--- src/rtl/wb_intercon_n.sv ---
// Single-master Wishbone interconnect fanning out to N_SLAVE slaves.
// Decode error or timeout ends the transfer with master_ERR.
module wb_intercon_n #(
  parameter int              N_SLAVE  = 8,
  parameter int              DW       = 32,
  parameter int              AW       = 32,
  parameter int              SEL_HI   = 31,
  parameter int              SEL_LO   = 28,
  parameter int              TIMEOUT  = 255,
  parameter logic [DW-1:0]   ERR_DATA = DW'(32'hFFFF_FFFF)
) (
  input  logic                  clk,
  input  logic                  RSTN,
  input  logic                  master_STB,
  input  logic                  master_WE,
  input  logic [AW-1:0]         master_ADDR,
  input  logic [DW-1:0]         master_DAT_I,
  output logic [DW-1:0]         master_DAT_O,
  output logic                  master_ACK,
  output logic                  master_ERR,
  output logic [N_SLAVE-1:0]    slave_STB,
  input  logic [N_SLAVE-1:0]    slave_ACK,
  output logic                  slave_WE,
  output logic [AW-1:0]         slave_ADDR,
  input  logic [N_SLAVE*DW-1:0] slave_DAT_I,
  output logic [DW-1:0]         slave_DAT_O,
  output logic [AW-1:0]         err_addr,
  output logic [7:0]            err_cnt,
  output logic                  err_irq
);

  localparam int IW = SEL_HI - SEL_LO + 1;
  localparam int TW = (TIMEOUT > 1) ? $clog2(TIMEOUT + 1) : 1;
  localparam logic [TW-1:0] T_LAST    = (TIMEOUT > 0) ? TW'(TIMEOUT - 1) : '0;
  localparam logic [31:0]   N_SLAVE_U = 32'(N_SLAVE);

  typedef enum logic [1:0] {IDLE, REQ, RESP, ERR} state_t;

  state_t          state_reg, state_next;
  logic [AW-1:0]   addr_reg, addr_next;
  logic            we_reg, we_next;
  logic [DW-1:0]   wdat_reg, wdat_next;
  logic [IW-1:0]   idx_reg, idx_next;
  logic [TW-1:0]   timer_reg, timer_next;
  logic [DW-1:0]   rdat_reg, rdat_next;
  logic [AW-1:0]   err_addr_reg, err_addr_next;
  logic [7:0]      err_cnt_reg, err_cnt_next;
  logic            err_irq_reg, err_irq_next;

  logic [IW-1:0]      req_idx;
  logic               decode_err;
  logic [N_SLAVE-1:0] stb_vec;
  logic [DW-1:0]      rd_masked [N_SLAVE];
  logic [DW-1:0]      rd_sel;
  logic               ack_sel;
  logic [7:0]         err_cnt_inc;

  assign req_idx     = master_ADDR[SEL_HI:SEL_LO];
  assign decode_err  = 32'(req_idx) >= N_SLAVE_U;
  assign err_cnt_inc = (err_cnt_reg == 8'hFF) ? 8'hFF : err_cnt_reg + 8'd1;

  // Strobe and read-data mux are decoded straight from state, so reset drops them at once.
  generate
    for (genvar gi = 0; gi < N_SLAVE; gi++) begin : g_slave
      assign stb_vec[gi]   = (state_reg == REQ) && (idx_reg == IW'(gi));
      assign rd_masked[gi] = stb_vec[gi] ? slave_DAT_I[gi*DW +: DW] : '0;
    end
  endgenerate

  always_comb begin
    rd_sel = '0;
    for (int k = 0; k < N_SLAVE; k++) rd_sel = rd_sel | rd_masked[k];
  end

  assign ack_sel = |(slave_ACK & stb_vec);

  always_comb begin
    state_next    = state_reg;
    addr_next     = addr_reg;
    we_next       = we_reg;
    wdat_next     = wdat_reg;
    idx_next      = idx_reg;
    timer_next    = timer_reg;
    rdat_next     = rdat_reg;
    err_addr_next = err_addr_reg;
    err_cnt_next  = err_cnt_reg;
    err_irq_next  = 1'b0;
    case (state_reg)
      IDLE: begin
        if (master_STB) begin
          addr_next  = master_ADDR;
          we_next    = master_WE;
          wdat_next  = master_DAT_I;
          idx_next   = req_idx;
          timer_next = '0;
          if (decode_err) begin
            state_next    = ERR;
            rdat_next     = ERR_DATA;
            err_addr_next = master_ADDR;
            err_cnt_next  = err_cnt_inc;
            err_irq_next  = 1'b1;
          end else begin
            state_next = REQ;
          end
        end
      end
      REQ: begin
        // Abort beats everything; a real ACK beats a timeout on the same cycle.
        if (!master_STB) begin
          state_next = IDLE;
        end else if (ack_sel) begin
          rdat_next  = rd_sel;
          state_next = RESP;
        end else if ((TIMEOUT != 0) && (timer_reg == T_LAST)) begin
          state_next    = ERR;
          rdat_next     = ERR_DATA;
          err_addr_next = addr_reg;
          err_cnt_next  = err_cnt_inc;
          err_irq_next  = 1'b1;
        end else begin
          timer_next = timer_reg + TW'(1);
        end
      end
      RESP, ERR: begin
        if (!master_STB) state_next = IDLE;
      end
      default: state_next = IDLE;
    endcase
  end

  always_ff @(posedge clk or negedge RSTN) begin
    if (!RSTN) begin
      state_reg    <= IDLE;
      addr_reg     <= '0;
      we_reg       <= 1'b0;
      wdat_reg     <= '0;
      idx_reg      <= '0;
      timer_reg    <= '0;
      rdat_reg     <= '0;
      err_addr_reg <= '0;
      err_cnt_reg  <= '0;
      err_irq_reg  <= 1'b0;
    end else begin
      state_reg    <= state_next;
      addr_reg     <= addr_next;
      we_reg       <= we_next;
      wdat_reg     <= wdat_next;
      idx_reg      <= idx_next;
      timer_reg    <= timer_next;
      rdat_reg     <= rdat_next;
      err_addr_reg <= err_addr_next;
      err_cnt_reg  <= err_cnt_next;
      err_irq_reg  <= err_irq_next;
    end
  end

  assign slave_STB    = stb_vec;
  assign slave_WE     = we_reg;
  assign slave_ADDR   = addr_reg;
  assign slave_DAT_O  = wdat_reg;
  assign master_DAT_O = rdat_reg;
  assign master_ACK   = (state_reg == RESP) || (state_reg == ERR);
  assign master_ERR   = (state_reg == ERR);
  assign err_addr     = err_addr_reg;
  assign err_cnt      = err_cnt_reg;
  assign err_irq      = err_irq_reg;

endmodule

--- config.mk ---
export PLATFORM = sky130hd
export DESIGN_NAME = wb_intercon_n
export DESIGN_NICKNAME = d
export VERILOG_FILES = /design/src/rtl/wb_intercon_n.sv
export SDC_FILE = /design/constraint.sdc
export NUM_CORES = 1
export LEC_CHECK = 0
export CAP_MARGIN = 20
export CORE_AREA = 2 2 188 190
export DETAILED_ROUTE_END_ITERATION = 6
export DIE_AREA = 0 0 190 192
export GPL_TIMING_DRIVEN = 1
export PLACE_DENSITY = 0.64
export SLEW_MARGIN = 20
export SYNTH_ARGS = -nofsm -noshare
export SYNTH_HDL_FRONTEND = slang
export SYNTH_SLANG_ARGS = --single-unit
export TNS_END_PERCENT = 10
--- constraint.sdc ---
create_clock -name clk -period 2.07 [get_ports clk]
set_clock_uncertainty 0.1 [all_clocks]
set_input_delay 0.414 -clock clk [delete_from_list [all_inputs] [get_ports clk]]
set_output_delay 0.414 -clock clk [all_outputs]
set_load 0.01 [all_outputs]
==> run_results.csv <==
group,metric,value,unit
run_status,status,"complete, but fails checks",
run_status,violations,"setup timing",
cts,root_buffer,"clkbuf_16",
logic_synthesis,synth.most_common_cell,"nand2_1",
route,drtAntennaViolNets,0,
worst_setup_path,slowest_delay,450,ps
placed_design,place_congestion,0.886,
logic_synthesis,synth_cells,855,
floorplan,dieArea,36500,µm²
logic_synthesis,synth_top_area_share,0.442,
final_layout,final_util,0.461,
final_layout,drive_gt1_frac,0.235,
final_layout,area_growth,88.6,%
floorplan,ios,480,
cts,htree_levels,4,
global_routing,use_met1,0.247,
logic_synthesis,synth_cell_types,47,
global_routing,grt.busiest_layer,"met2",
timing,setup_violations,88,
logic_synthesis,ys_seq_elements,148,
global_routing,grtUsageTotal,0.220,
worst_setup_path,crit_fanout,6,
placed_design,dp_hpwl,31.1,mm
timing,setup_ws,-323,ps
timing,hold_slack,374,ps
cts,clk_latency,420,ps
worst_setup_path,worstRegToRegCells,10,
logic_synthesis,syn_area,8390,µm²
final_layout,n_fill_cell,3219,
worst_setup_path,crit_slowest_cell,"dfrtp_2",
floorplan,core_area,34300,µm²
worst_hold_path,hp-class,"flop to flop",
worst_setup_path,worstSetupEndpointType,"flop",
route,drtPass1Iterations,7,
logic_synthesis,yosysTopAreaCell,"dfrtp_1",
route,drtIter0Drc,418,
floorplan,die_w,190,µm
timing,clock.fmax,0.418,GHz
logic_synthesis,ys.flop_type,"dfrtp_1",
global_routing,grtUsageMet2,0.388,
timing,slew_headroom,0.662,
placed_design,dp.cells,1807,
cts,path_clk_slew,70,ps
final_layout,final_cells,1884,
global_routing,grt_max_degree,42,
route,vias_per_cell,4.93,
cts,cts_tree,"yes",
logic_synthesis,syn_avg_cell_area,9.81,µm²
floorplan,initial_core_util,0.245,
placed_design,numPortBuffers,479,
logic_synthesis,synth_common_cells,"nand2_1, dfrtp_1, and3_1",
worst_setup_path,critPathMostFrequentCell,"buf_4",
worst_setup_path,startpoint_type,"flop",
pwr,p_leak,6.81,nW
global_routing,first_global_vias,9701,
floorplan,rows,68,
timing,worst_pin_slew,494,ps
global_routing,grt_pass1_wl,59.5,mm
cts,cts.sinks,148,
final_layout,nNetsFinal,1743,
timing,rsz0062_at_grt,"yes",
logic_synthesis,yosysSeqAreaShare,0.442,
worst_hold_path,holdPathStages,2,
worst_setup_path,cp_data_arrival_time,2600,ps
worst_setup_path,timing.setup.critical_path_class,"flop to flop",
worst_setup_path,cp_cell_sequence,"buf_6, nor2b_4, buf_4, and2_4, buf_8, buf_12, a2111oi_4, buf_4, nand4_1, mux2_4",
logic_synthesis,syn_nets,1190,
global_routing,grt_remaining_overflow,0,
route,post_drt_wl_per_cell,22.5,µm
logic_synthesis,synth_edf_count,0,
timing,final_hold_viol_count,0,
route,via_count,9291,
timing,period_share,1.16,
global_routing,met3_usage,0.0676,
worst_setup_path,cp.required,2280,ps
timing,post-route-min-period,2390,ps
timing,finalMaxSlewViolations,0,
floorplan,die_y,192,µm
cts,clockBufferDepth,2,
logic_synthesis,yosys_warnings,0,
cts,numCtsBuffers,17,
route,drc,0,
pwr,power_density,1190,nW/µm²
logic_synthesis,async_flop_share,1.00,
pwr,ir_worst_vdd,0.830,mV
global_routing,antenna_found_initial,10,
logic_synthesis,ys_top_cells_by_area,"dfrtp_1, mux2_2, nand2_1",
pwr,finalPower,18.8,mW
run,drv_cap,0,
timing,fin_tns_setup,-19710,ps
route,drt-total-wl,42.4,mm
## per-stage QoR
stage	instance area, µm²	setup slack [ps]
6_report	15800	-323
5_1_grt	15800	-423
4_1_cts	15300	-382
3_5_place_dp	14300	-624
3_3_place_gp	14300	-597
2_1_floorplan	8410	-130
## path summary, 6_finish.rpt
kind | startpoint | endpoint | slack, ps
worst max-delay path | slave_ADDR[29] | master_DAT_O[30] | -320
worst min-delay path | slave_DAT_O[31] | slave_DAT_O[31] | 370
worst max register to register | slave_ADDR[29] | master_DAT_O[30] | -320
worst min register to register | slave_DAT_O[31] | slave_DAT_O[31] | 370
max in group asynchronous | RSTN | slave_ADDR[30] | 860
min in group asynchronous | RSTN | master_DAT_O[20] | 420
## layer usage
| metal | wire length [µm] | vias to the layer above |
|---|---|---|
| li1 | - | 4235 |
| met1 | 16100 | 4560 |
| met2 | 21300 | 425 |
| met3 | 3570 | 67 |
| met4 | 1420 | 4 |
| met5 | 22 | - |
## cells in the final DEF (no fill, tap or decap), types with 6 or more instances in the layout
master	n
nand2_1	204
buf_12	14
a21oi_1	7
a2111oi_0	8
a2111oi_2	9
a22oi_1	64
clkbuf_16	18
nor2_1	6
clkdlybuf4s50_1	465
buf_4	87
mux2_4	53
and3_1	96
inv_1	6
diode_2	8
nand4_1	36
and2_4	7
mux2_2	48
a2111oi_4	13
dfrtp_1	145
buf_6	29
## area by class of cell
type | instances | area (µm²) | share of cell area
clock buffers | 19 | 443 | 0.0280
inverters | 6 | 22.5 | 0.00142
well taps | 455 | 569 | 0.0360
clock inverters | 13 | 123 | 0.00775
repair buffers | 609 | 6080 | 0.384
multi-input cells | 626 | 4850 | 0.307
flip-flops and latches | 148 | 3710 | 0.234
diodes | 8 | 20.0 | 0.00127
## power breakdown
group / switching, mW / internal [mW]
clock network: 1.39 / 1.71
registers: 1.02 / 4.27
logic: 4.54 / 5.89
total: 6.95 / 11.9
## cell families after synthesis
kind of cell / Yosys count / share of synthesized area
and+or+nand+nor: 382 / 0.225
DFF: 148 / 0.442
AOI/OAI and AO/OA: 136 / 0.128
adders and majority gates: 3 / 0.00448
muxes: 104 / 0.151
buffers and inverters: 82 / 0.0503
## timing repair
action / 4_1_cts / 5_1_grt
setup buffers: 23 / 11
hold buffers: 1 / 0
cloned: 3 / 4
pin swaps: 13 / 18
endpoints found under the hold margin: 33 / 0
endpoints found under the setup margin: 92 / 93
resized for setup: 109 / 111
## critical path: cells and delay by family, from the launching register on
family	cells	cell delay [ps]
buf+inv	5	720
flops	1	450
simple gates	3	400
compound gates	1	340
mux	1	280
Power figures use the tool's default switching activity.
